### src/rtl/usb_kbd_event_fifo.sv
// Purpose: turns level-style HID keyboard reports into an ordered stream of
//          make/break events ({press, code}) held in a first-word-fall-through FIFO.
// Latency: report accepted in IDLE at T -> MOD idx0 at T+1, COMMIT at T+17 unstalled;
//          a pushed event is visible on ev_valid one cycle after the push.
// Backpressure: a full FIFO stalls the scan engine on the current index, so no
//          event is ever lost; only whole reports can be dropped (one-deep pend overwrite).
//
// Ports: wb_clk/sys_rst clock and synchronous active-high reset; report_stb, typ,
//        key_modifiers, key1..key4 report inputs; ev_valid/ev_data/ev_ready event
//        stream; level FIFO occupancy; busy scan in progress; overflow sticky
//        dropped-report flag, cleared by clr_ovf.
module usb_kbd_event_fifo #(
    parameter int DEPTH = 16,
    parameter int AW    = 4
) (
    input  logic          wb_clk,
    input  logic          sys_rst,
    input  logic          report_stb,
    input  logic [1:0]    typ,
    input  logic [7:0]    key_modifiers,
    input  logic [7:0]    key1,
    input  logic [7:0]    key2,
    input  logic [7:0]    key3,
    input  logic [7:0]    key4,
    output logic          ev_valid,
    output logic [8:0]    ev_data,
    input  logic          ev_ready,
    output logic [AW:0]   level,
    output logic          busy,
    output logic          overflow,
    input  logic          clr_ovf
);

    typedef enum logic [2:0] {
        S_IDLE,
        S_MOD,
        S_REL,
        S_PRS,
        S_COMMIT
    } state_t;

    state_t      state;
    logic [2:0]  idx;
    logic [7:0]  prev_mod, cur_mod, pend_mod;
    logic [31:0] prev_keys, cur_keys, pend_keys;
    logic        pend_full;
    logic [1:0]  last_typ;
    logic        overflow_q;

    // Key slots packed with slot 0 (key1) in the low byte.
    logic [31:0] in_keys;
    assign in_keys = {key4, key3, key2, key1};

    function automatic logic [7:0] slot(input logic [31:0] v, input logic [1:0] i);
        return v[{i, 3'b000} +: 8];
    endfunction

    // True when k appears in slots 0..n-1 of v.
    function automatic logic in_set(input logic [31:0] v, input logic [7:0] k,
                                    input logic [2:0] n);
        logic hit;
        hit = 1'b0;
        for (int j = 0; j < 4; j++) begin
            if (3'(j) < n && slot(v, 2'(j)) == k) hit = 1'b1;
        end
        return hit;
    endfunction

    // ---------------- report capture ----------------
    logic        has_err;
    logic        accept;
    logic        disc;
    logic        cap;
    logic [7:0]  cap_mod;
    logic [31:0] cap_keys;
    logic        ovf_set;

    always_comb begin
        has_err = 1'b0;
        for (int j = 0; j < 4; j++) begin
            if (slot(in_keys, 2'(j)) != 8'd0 && slot(in_keys, 2'(j)) <= 8'd3) has_err = 1'b1;
        end
    end

    assign accept   = report_stb && (typ == 2'd1) && !has_err;
    // Leaving keyboard type injects an empty report so held keys are released.
    assign disc     = (typ != 2'd1) && (last_typ == 2'd1);
    assign cap      = accept || disc;
    assign cap_mod  = accept ? key_modifiers : 8'd0;
    assign cap_keys = accept ? in_keys : 32'd0;
    // COMMIT hands pend to cur in the same cycle, so a capture there never drops.
    assign ovf_set  = cap && pend_full &&
                      (state == S_MOD || state == S_REL || state == S_PRS);

    // ---------------- scan engine: event for the current index ----------------
    logic        emit;
    logic [8:0]  emit_dat;
    logic        at_last;
    logic [7:0]  scan_key;
    logic        fifo_full;
    logic        push;
    logic        pop;
    logic        stall;
    logic [AW:0] level_q;
    logic        ev_valid_q;

    always_comb begin
        emit     = 1'b0;
        emit_dat = 9'd0;
        at_last  = 1'b0;
        scan_key = 8'd0;
        case (state)
            S_MOD: begin
                emit     = cur_mod[idx] ^ prev_mod[idx];
                emit_dat = {cur_mod[idx], 8'hE0 | {5'd0, idx}};
                at_last  = (idx == 3'd7);
            end
            S_REL: begin
                scan_key = slot(prev_keys, idx[1:0]);
                emit     = (scan_key != 8'd0) && !in_set(cur_keys, scan_key, 3'd4) &&
                           !in_set(prev_keys, scan_key, idx);
                emit_dat = {1'b0, scan_key};
                at_last  = (idx == 3'd3);
            end
            S_PRS: begin
                scan_key = slot(cur_keys, idx[1:0]);
                emit     = (scan_key != 8'd0) && !in_set(prev_keys, scan_key, 3'd4) &&
                           !in_set(cur_keys, scan_key, idx);
                emit_dat = {1'b1, scan_key};
                at_last  = (idx == 3'd3);
            end
            default: ;
        endcase
    end

    // Push is refused at full occupancy even if the head pops this cycle.
    assign fifo_full = (level_q == (AW+1)'(DEPTH));
    assign push      = emit && !fifo_full;
    assign stall     = emit && fifo_full;
    assign pop       = ev_valid_q && ev_ready;

    always_ff @(posedge wb_clk) begin
        if (sys_rst) begin
            state      <= S_IDLE;
            idx        <= 3'd0;
            prev_mod   <= 8'd0;
            prev_keys  <= 32'd0;
            cur_mod    <= 8'd0;
            cur_keys   <= 32'd0;
            pend_mod   <= 8'd0;
            pend_keys  <= 32'd0;
            pend_full  <= 1'b0;
            last_typ   <= 2'd0;
            overflow_q <= 1'b0;
        end else begin
            last_typ <= typ;
            if (ovf_set)
                overflow_q <= 1'b1;
            else if (clr_ovf)
                overflow_q <= 1'b0;

            case (state)
                S_IDLE: begin
                    if (cap) begin
                        cur_mod  <= cap_mod;
                        cur_keys <= cap_keys;
                        idx      <= 3'd0;
                        state    <= S_MOD;
                    end
                end
                S_MOD, S_REL, S_PRS: begin
                    if (cap) begin
                        pend_mod  <= cap_mod;
                        pend_keys <= cap_keys;
                        pend_full <= 1'b1;
                    end
                    if (!stall) begin
                        if (at_last) begin
                            idx <= 3'd0;
                            case (state)
                                S_MOD:   state <= S_REL;
                                S_REL:   state <= S_PRS;
                                default: state <= S_COMMIT;
                            endcase
                        end else begin
                            idx <= idx + 3'd1;
                        end
                    end
                end
                S_COMMIT: begin
                    prev_mod  <= cur_mod;
                    prev_keys <= cur_keys;
                    idx       <= 3'd0;
                    if (pend_full) begin
                        cur_mod  <= pend_mod;
                        cur_keys <= pend_keys;
                        state    <= S_MOD;
                        if (cap) begin
                            pend_mod  <= cap_mod;
                            pend_keys <= cap_keys;
                        end else begin
                            pend_full <= 1'b0;
                        end
                    end else if (cap) begin
                        cur_mod  <= cap_mod;
                        cur_keys <= cap_keys;
                        state    <= S_MOD;
                    end else begin
                        state <= S_IDLE;
                    end
                end
                default: state <= S_IDLE;
            endcase
        end
    end

    // ---------------- event FIFO, registered head ----------------
    logic [8:0]    mem [DEPTH];
    logic [AW-1:0] wr_ptr, rd_ptr, rd_next;
    logic [AW:0]   remain;
    logic [8:0]    ev_data_q;

    assign rd_next = rd_ptr + AW'(pop);
    // Entries already stored that survive this cycle's pop.
    assign remain  = level_q - (AW+1)'(pop);

    always_ff @(posedge wb_clk) begin
        if (push) mem[wr_ptr] <= emit_dat;
    end

    always_ff @(posedge wb_clk) begin
        if (sys_rst) begin
            wr_ptr     <= '0;
            rd_ptr     <= '0;
            level_q    <= '0;
            ev_valid_q <= 1'b0;
            ev_data_q  <= 9'd0;
        end else begin
            if (push) wr_ptr <= wr_ptr + AW'(1);
            rd_ptr     <= rd_next;
            level_q    <= level_q + (AW+1)'(push) - (AW+1)'(pop);
            ev_valid_q <= (remain != '0) || push;
            // Head comes from storage if older entries remain, else straight from the push.
            if (remain != '0)
                ev_data_q <= mem[rd_next];
            else if (push)
                ev_data_q <= emit_dat;
        end
    end

    assign ev_valid = ev_valid_q;
    assign ev_data  = ev_data_q;
    assign level    = level_q;
    assign busy     = (state != S_IDLE);
    assign overflow = overflow_q;

endmodule
### config.mk
export PLATFORM = sky130hd
export DESIGN_NAME = usb_kbd_event_fifo
export DESIGN_NICKNAME = d
export VERILOG_FILES = /design/src/rtl/usb_kbd_event_fifo.sv
export SDC_FILE = /design/constraint.sdc
export NUM_CORES = 1
export LEC_CHECK = 0
export CORE_MARGIN = 2
export CORE_UTILIZATION = 52
export DETAILED_ROUTE_END_ITERATION = 12
export GPL_TIMING_DRIVEN = 0
export MAX_ROUTING_LAYER = met4
export PLACE_DENSITY = 0.77
export SYNTH_ARGS = -nofsm -noshare
export SYNTH_HDL_FRONTEND = slang
export SYNTH_SLANG_ARGS = --single-unit
### constraint.sdc
create_clock -name wb_clk -period 6.6 [get_ports wb_clk]
set_input_delay 0.99 -clock wb_clk [delete_from_list [all_inputs] [get_ports wb_clk]]
set_output_delay 0.99 -clock wb_clk [all_outputs]
set_load 0.01 [all_outputs]
### After elaboration in Yosys (flattened, before gate mapping)

Memory sizes are Yosys's and may differ from the RTL's.
Cells that the tools add are included.

* bits in registers: 153
* bits in writable memories: 144
* bits of input ports: 47
* output and inout port bits: 17
* logic and storage cells: 186
* memories: 1

* add/subtract/negate cells: 6
* magnitude comparators: 9
* eq/ne operators: 31
* shifts and indexed selects: 2
* muxes and demuxes: 66
* bitwise logic cells: 1
* reductions and logical operators: 54

Memories
* mem: words 16, width 9, rd ports 1, clocked after Yosys merged registers in 0, write ports 1, RTL line 218 `logic [8:0] mem [DEPTH];`

Operators with widths (count)
* 32-bit two-way mux: 5
* 8-bit == test: 16
* 32-bit case mux with 2 select lines: 2
* 32-bit by 6-bit indexed part select with 8-bit output: 2
* 8-bit nonzero test: 6
* 8-bit two-way mux: 5
* 1-bit two-way mux: 35
* 8-bit by 2-bit <= comparator with 1-bit output (second input constant): 4
* 8-bit case mux with 2 select lines: 2
* 9-bit case mux with 3 select lines: 1
* 1-bit logical AND: 24
* 3-bit two-way mux: 6
* 9-bit two-way mux: 2
* 3-bit case mux with 3 select lines: 2
* 2-bit inequality test (second input constant): 5
* 5-bit by 1-bit subtractor with 5-bit output: 2
* 3-bit by 2-bit == test with 1-bit output (second input constant): 3
* 2-bit nonzero test: 4
* 1-bit binary-select mux with 3-bit select: 2
* 3-bit == test (second input constant): 2
* 1-bit zero test: 6
* 1-bit by 3-bit less-than comparator with 1-bit output (first input constant): 2
* 2-bit by 3-bit less-than comparator with 1-bit output (first input constant): 2
* 3-bit case mux with 2 select lines: 1
* other kinds (20): 28

### Logic depth before layout (Yosys ltp)

Gate-level depths: netlist of run 1.

* word-level depth: 14
* gate-level depth with buffers: 22

### Least setup slack after synthesis of run 1

No wires, ideal clock.

* kind: register -> register
* from: register idx[0]
* to: register level_q[4], in the netlist level[4]
* data arrival time: 4185 ps
* data required time: 6530 ps
* setup slack: 2345 ps
* stages on the path, launching flop included: 20
* path buffers: 2
* period minus slack after synthesis: 4255 ps
* cells stage by stage: dfxtp_1 > buf_6 > buf_12 > mux4_2 > xnor2_1 > nand4_1 > nor2_1 > a211o_1 > or4_4 > o21a_4 > nor2_8 > inv_2 > ha_1 > inv_1 > ha_1 > fa_1 > a21oi_1 > nor2_1 > or3_1 > a21oi_1

* word-level cells in the longest chain between the ends: 14
* elaborated cells on any way between the ends: 69
* classes of those cells: add/sub (2); order compare (4); eq/ne (16); shift (2); mux (25); bitwise (1); reduce/logical (19)

RTL lines
* start: declaration: RTL line 43 `logic [2:0] idx;`
* start signal: assignment: RTL line 186 `idx <= idx + 3'd1;`
* 32-bit by 6-bit indexed part select with 8-bit output: RTL line 55 `return v[{i, 3'b000} +: 8];`
* 8-bit == test: RTL line 64 `if (3'(j) < n && slot(v, 2'(j)) == k) hit = 1'b1;`
* 1-bit two-way mux or 1-bit logical AND (tied branches): RTL line 64
* 1-bit two-way mux (3 in series): RTL line 64
* 1-bit two-way mux, on equally long branches: RTL line 112, 64
* 1-bit zero test, or another cell as far along: RTL line 127 `emit = (scan_key != 8'd0) && !in_set(prev_keys, scan_key, 3'd4) &&`
* 1-bit logical AND, or another cell as far along: RTL line 127
* 1-bit logical AND, on equally long branches: RTL line 127, 120
* 1-bit case mux with 3 select lines (*): RTL line 112 `case (state)`
* 1-bit logical AND (*): RTL line 138 `assign push = emit && !fifo_full;`
* 5-bit by 1-bit adder with 5-bit output (*): RTL line 241 `level_q <= level_q + (AW+1)'(push) - (AW+1)'(pop);`
* 5-bit by 1-bit subtractor with 5-bit output (*): RTL line 241
* end signal: assignment: RTL line 241
* end: declaration: RTL line 104 `logic [AW:0] level_q;`

Every way passes the cells marked *; elsewhere a longest branch is shown, timed or not. The select of a mux whose other input is x is not followed.
A chain may end at the register's enable or synchronous reset.

### Worst setup path after layout of run 1

* from: register idx[1]
* to: register level_q[4], in the netlist level[4]

Same word-level chain as after synthesis.

==> results.toml, run 1 <==
[setup_path]
r2r_start = "idx[1]$_SDFFE_PP0P_"
cp.required_ns = 7.08
critical_path.startpoint_type = "flop"
crit_path_start = "idx[1]$_SDFFE_PP0P_"
cp-end-kind = "flop"
cp.arrival_ns = 5.70
reg2reg_to = "level[4]$_SDFF_PP0_"
rr_worst_depth = 19
r2r_slack_ns = 1.38
crit_fanout = 10
crit_type = "flop to flop"

[placement]
dp_slack_ns = 1.59
port_buffers = 63
place_area_um2 = 17100
place_hpwl_um = 33100
gp_congestion = 0.958
dp.cells = 2011

[finish]
final_cell_count_no_fill = 2065
layout_common_cells = "nand2_1 (219), dfxtp_1 (153), edfxtp_1 (144)"
fillCellCount = 2379
n_antenna_cell = 0
area_growth_pct = 14.2
drive_gt1_frac = 0.114
fin_nets = 1717
layout_commonest_cell = "nand2_1"
finish.instance_area_um2 = 18100

[floorplan]
io_pins = 64
fp.dieH_um = 179
die_area_um2 = 31900
row_count = 63
core_area_um2 = 29900
initial_core_util = 0.531
die_x_um = 179

[timing]
hold_slack_ns = 0.454
rsz0062_at_grt = "false"
period_share = 0.791
setup_violations = 0
clock_skew_ns = 0.0227
slew_viol_final = 0
finalWorstPathRequiredPeriod_ns = 5.22
setup_slack_ns = 1.38
finalHoldViolCount = 0
max_slew_margin = 0.0868
clock.fmax_mhz = 191
worst_pin_slew_ns = 1.36
finalSetupTns_ns = 0

[drt]
viasPerCell = 6.27
drc = 0
wirelength_um = 48300
final_antenna_net_count = 0
drt_iter0_drc = 1631
dr_total_vias = 12900
wl_per_cell_um = 23.4
drtPass1Iterations = 9

[cts]
clockBufferDepth = 3
htreeDepth = 1
cts_setup_buffers = 0
cts-resized-gates = 0
cts_root_buf = "clkbuf_16"
clk_latency_ns = 0.57
clk_pin_slew_worst_paths_ns = 0.06
cts_hold_buf = 0
cts.sinks = 297
cts_tree = "yes"
cts_made_buffers = 29

[logic_synthesis]
synth_edf_count = 144
seq_area_frac_synth = 0.466
synth_cell_type_count = 72
syn_area_um2 = 15900
syn_area_per_cell_um2 = 10.2
async_reset_ff_frac = 0
synth_warnings = 0
syn_inst = 1549
ys_ff_latch = 297
synth_flop_cell = "dfxtp_1"
synth_nets = 1613

[power_and_ir_drop]
p_leak_uw = 0.00593
vdd_drop_max_mv = 0.226
powerDensity_nw_per_um2 = 293

[grt]
grt_first_pass_wirelength_um = 72600
grt_max_degree = 18
grt_util_all_layers = 0.312
grt_pass1_vias = 12000
grt.overflow.total = 0
antenna_found_initial = 0

[hold_path]
holdPathStages = 2
holdPathEnd = "pend_keys[17]$_SDFFE_PP0P_"
hold_start = "pend_keys[17]$_SDFFE_PP0P_"
worst_hold_path_type = "flop to flop"

[status]
status = "completed"

[job]
maxCapViolCount = 0
kinds of logic (layout without fill, tap and decap cells):
kind of cell | after synthesis | after routing | share of synthesized area
XOR/XNOR | 167 | 167 | 0.0922
AND/OR/NAND/NOR | 480 | 480 | 0.140
flip-flops | 297 | 297 | 0.466
adder cells (fa/ha/maj) | 17 | 17 | 0.0139
multiplexers | 108 | 108 | 0.123
buffers and inverters | 201 | 327 | 0.0574
AO/OA/AOI/OAI | 279 | 279 | 0.108
final cells by class:
cell class                 instances  area [µm²]  area share
timing repair buffer              73         713      0.0394
buffer                           171         798      0.0441
clock inverter                    17         206      0.0114
multi-input combinational       1051        7640       0.422
sequential                       297        7390       0.408
clock buffer                      36         772      0.0426
inverter                          30         113     0.00622
tap                              390         488      0.0269
routing by layer:
metal  GRT usage  wire length (µm)
met3      0.0460              4840
met4       0.103              1610
met2       0.470             21800
met5           -                 0
met1       0.437             20100
worst max-delay path by stage:
stage,end,slack [ns]
2_1_floorplan,level[4]$_SDFF_PP0_,2.34
3_3_place_gp,mem[5][1]$_DFFE_PP_,1.37
3_5_place_dp,level[4]$_SDFF_PP0_,1.59
4_1_cts,level[4]$_SDFF_PP0_,1.52
5_1_grt,level[4]$_SDFF_PP0_,1.19
6_report,level[4]$_SDFF_PP0_,1.38
sequential cells by signal (all words and copies together), names as in the netlist:
register	count
mem	144
cur_keys	32
pend_keys	32
prev_keys	32
ev_data	9
cur_mod	8
pend_mod	8
prev_mod	8
level	5
rd_ptr	4
wr_ptr	4
idx	3
state	3
last_typ	2
ev_valid	1
overflow	1
pend_full	1
per-stage QoR:
stage               power [µW]   util
floorplan                 3100      -
global placement          3540  0.568
detailed placement        3570  0.573
CTS                       5280  0.606
global route              5480  0.606
finish                    5310  0.606
power by group:
part	total [µW]	internal (µW)	switching, µW
clock	1710	991	721
sequential	2100	2030	63.9
combinational	1500	609	889
total	5310	3630	1670
worst max-delay path: stages, from the launching register on:
cell	delay [ns]
dfxtp_1	0.46
buf_4	0.24
buf_2	0.36
clkbuf_1	0.64
mux4_2	0.41
mux2i_1	0.17
xor2_1	0.12
nor3b_1	0.38
a31oi_2	0.14
o21a_4	0.22
nor2_8	0.17
inv_2	0.16
ha_1	0.32
inv_1	0.04
ha_1	0.19
fa_1	0.41
a21oi_1	0.14
nor2_1	0.06
or3_1	0.34
a21oi_1	0.14
synthesized netlist by cell type, drive strengths merged (14+ instances only):
cell	instances	area (µm²)
a22oi	44	330
nand2	219	822
edfxtp	144	4320
nand4	18	113
dfxtp	153	3060
nor4	24	150
xor2	52	455
nor2b	14	87.6
a21oi	105	526
nand2b	14	87.6
nor2	86	339
inv	29	109
mux2i	37	374
nand3	62	320
ha	16	200
buf	60	377
xnor2	115	1010
mux4	65	1510
clkbuf	111	422
o21ai	71	359
Power figures use the tool's default switching activity.
==> run 2, diff against run 1 <==
clock period = 5.29 ns   (was 6.6 ns; I/O delays follow)
==> run 2 against run 1 <==
  * Non-clock buffer count is the same
  * Utilization is essentially flat
  * Sequential share of layout area is essentially flat
  * Clock skew shrank 0.00080 ns
  * Worst hold slack barely moved
  * First-iteration DRC count about the same
  * Critical path type unchanged
  * Highest routed layer unchanged
==> results.toml, run 2 (synthesis results as in run 1) <==
[finish]
n_antenna_cell = 0
fillCellCount = 2377
multi_input_area_um2 = 7640
area_growth_pct = 14.2
regArea_um2 = 7390
drive_gt1_frac = 0.115
largest_reg_flops = 144
final_cell_count_no_fill = 2065
fin_nets = 1717
layout_common_cells = "nand2_1 (219), dfxtp_1 (153), edfxtp_1 (144)"
top_register = "mem"
layout_commonest_cell = "nand2_1"
fin_util = 0.607

[setup_path]
r2r_start = "cur_keys[24]$_SDFFE_PP0N_"
path_cells = "clkbuf_1, mux4_1, buf_4, xnor2_1, nand4_1, nor2_1, a211o_1, or4_4, o21a_4, nor2_8, inv_2, ha_1, inv_1, ha_1, fa_1, a21oi_1, nor2_1, or3_1, a21oi_1"
slowest_stage = "mux4_1"
critPathCapture = "level[4]$_SDFF_PP0_"
crit_type = "flop to flop"
rr_worst_depth = 19
critical_path.startpoint_type = "flop"
cp_top_family = "simple AND/OR/NAND/NOR gates"
cp.depth = 19
r2r_slack_ns = 0.31
slowest_delay_ns = 0.60
cp-end-kind = "flop"
cp.required_ns = 5.77
crit_path_start = "cur_keys[24]$_SDFFE_PP0N_"
crit_fanout = 10
cp.arrival_ns = 5.46
reg2reg_to = "level[4]$_SDFF_PP0_"
cp_num_buf_inv = 4

[timing]
clock_skew_ns = 0.0219
finalHoldViolCount = 0
rsz0062_at_grt = "false"
period_share = 0.942
worst_pin_slew_ns = 1.38
setup_violations = 0
max_slew_margin = 0.0782
setup_slack_ns = 0.309
finalSetupTns_ns = 0
hold_slack_ns = 0.454
slew_viol_final = 0
clock.fmax_mhz = 201
finalWorstPathRequiredPeriod_ns = 4.98

[floorplan]
initial_core_util = 0.531
die_x_um = 179
fp.dieH_um = 179
row_count = 63
core_area_um2 = 29900
io_pins = 64
die_area_um2 = 31900

[cts]
clk_pin_slew_worst_paths_ns = 0.06
cts_tree = "yes"
htreeDepth = 1
cts.sinks = 297
cts_hold_buf = 0
cts_root_buf = "clkbuf_16"
clk_latency_ns = 0.57
cts_made_buffers = 29
clockBufferDepth = 3

[placement]
gp_congestion = 0.958
place_hpwl_um = 33100
port_buffers = 63
dp_slack_ns = 0.284
dp.cells = 2011

[job]
maxCapViolCount = 0

[power_and_ir_drop]
p_leak_uw = 0.00594
swShare = 0.316
p_int_uw = 4530
vdd_drop_max_mv = 0.282
p_clk_frac = 0.323
pwr-share-comb = 0.282
power_frac_seq = 0.395
switching_power_uw = 2090
powerDensity_nw_per_um2 = 366

[drt]
viasPerCell = 6.26
final_antenna_net_count = 0
wl_per_cell_um = 23.4
drc = 0
wirelength_um = 48300
drt_iter0_drc = 1630
dr_total_vias = 12900
drtPass1Iterations = 6

[grt]
grt.overflow.total = 0
grt_max_degree = 18
grt_first_pass_wirelength_um = 72600
antenna_found_initial = 0
grt_pass1_vias = 12000
grt_util_all_layers = 0.312

[hold_path]
worst_hold_path_type = "flop to flop"

[status]
status = "completed"
[run 2: worst register-to-register path, cell delays in order, from the launching register on]
cell and delay (ns):
dfxtp_1 0.30, clkbuf_1 0.35, mux4_1 0.61, buf_4 0.21, xnor2_1 0.14, nand4_1 0.11, nor2_1 0.05, a211o_1 0.33
or4_4 0.56, o21a_4 0.27, nor2_8 0.17, inv_2 0.16, ha_1 0.32, inv_1 0.04, ha_1 0.19, fa_1 0.41
a21oi_1 0.14, nor2_1 0.06, or3_1 0.34, a21oi_1 0.14
[run 2: layout make-up]
class / count / share of cell area
clock buffers: 36 / 0.0426
well taps: 390 / 0.0269
repair buffers: 73 / 0.0394
plain buffers: 171 / 0.0442
inverters: 30 / 0.00621
multi-input cells: 1051 / 0.422
flip-flops and latches: 297 / 0.408
clock inverters: 17 / 0.0114
[run 2: timing repair]
action,in CTS,in global routing
gates resized for setup,0,3
buffers inserted,0,0
endpoints found under the setup margin,0,1
[run 2: power by group through the flow]
stage,combinational (µW),sequential (µW),clock (µW)
global route,1980,2620,2240
global placement,1750,2660,0
detailed placement,1790,2660,0
finish,1870,2620,2140
floorplan,1210,2650,0
CTS,1820,2620,2150
[run 2: per-stage QoR]
| stage | area, µm² | total power (µW) |
|---|---|---|
| floorplan | 15900 | 3870 |
| CTS | 18100 | 6580 |
| finish | 18100 | 6620 |
| detailed placement | 17100 | 4460 |
| global route | 18100 | 6840 |
| global placement | 17000 | 4410 |
[run 2: per-layer routing]
metal,GRT usage,vias up,share of wire
li1,-,5757,-
met1,0.437,6144,0.42
met2,0.470,866,0.45
met3,0.0460,158,0.098
met5,-,-,0
met4,0.103,0,0.034
[run 2: worst min-delay path by stage]
| stage | startpoint | endpoint | slack (ns) | depth (start not counted) |
|---|---|---|---|---|
| 2_1_floorplan | prev_mod[2]$_SDFFE_PP0P_ | prev_mod[2]$_SDFFE_PP0P_ | 0.43 | 2 |
| 3_3_place_gp | prev_mod[6]$_SDFFE_PP0P_ | prev_mod[6]$_SDFFE_PP0P_ | 0.44 | 2 |
| 6_report | pend_keys[17]$_SDFFE_PP0P_ | pend_keys[17]$_SDFFE_PP0P_ | 0.45 | 2 |
| 3_5_place_dp | pend_keys[15]$_SDFFE_PP0P_ | pend_keys[15]$_SDFFE_PP0P_ | 0.45 | 2 |
| 5_1_grt | pend_keys[27]$_SDFFE_PP0P_ | pend_keys[27]$_SDFFE_PP0P_ | 0.47 | 2 |
| 4_1_cts | pend_keys[17]$_SDFFE_PP0P_ | pend_keys[17]$_SDFFE_PP0P_ | 0.46 | 2 |
==> run 3, diff against run 2 <==
SKIP_CTS_REPAIR_TIMING = 1   (was not set)
==> results of run 3 <==
Final layout, timing and power as in run 2 (identical DEF).
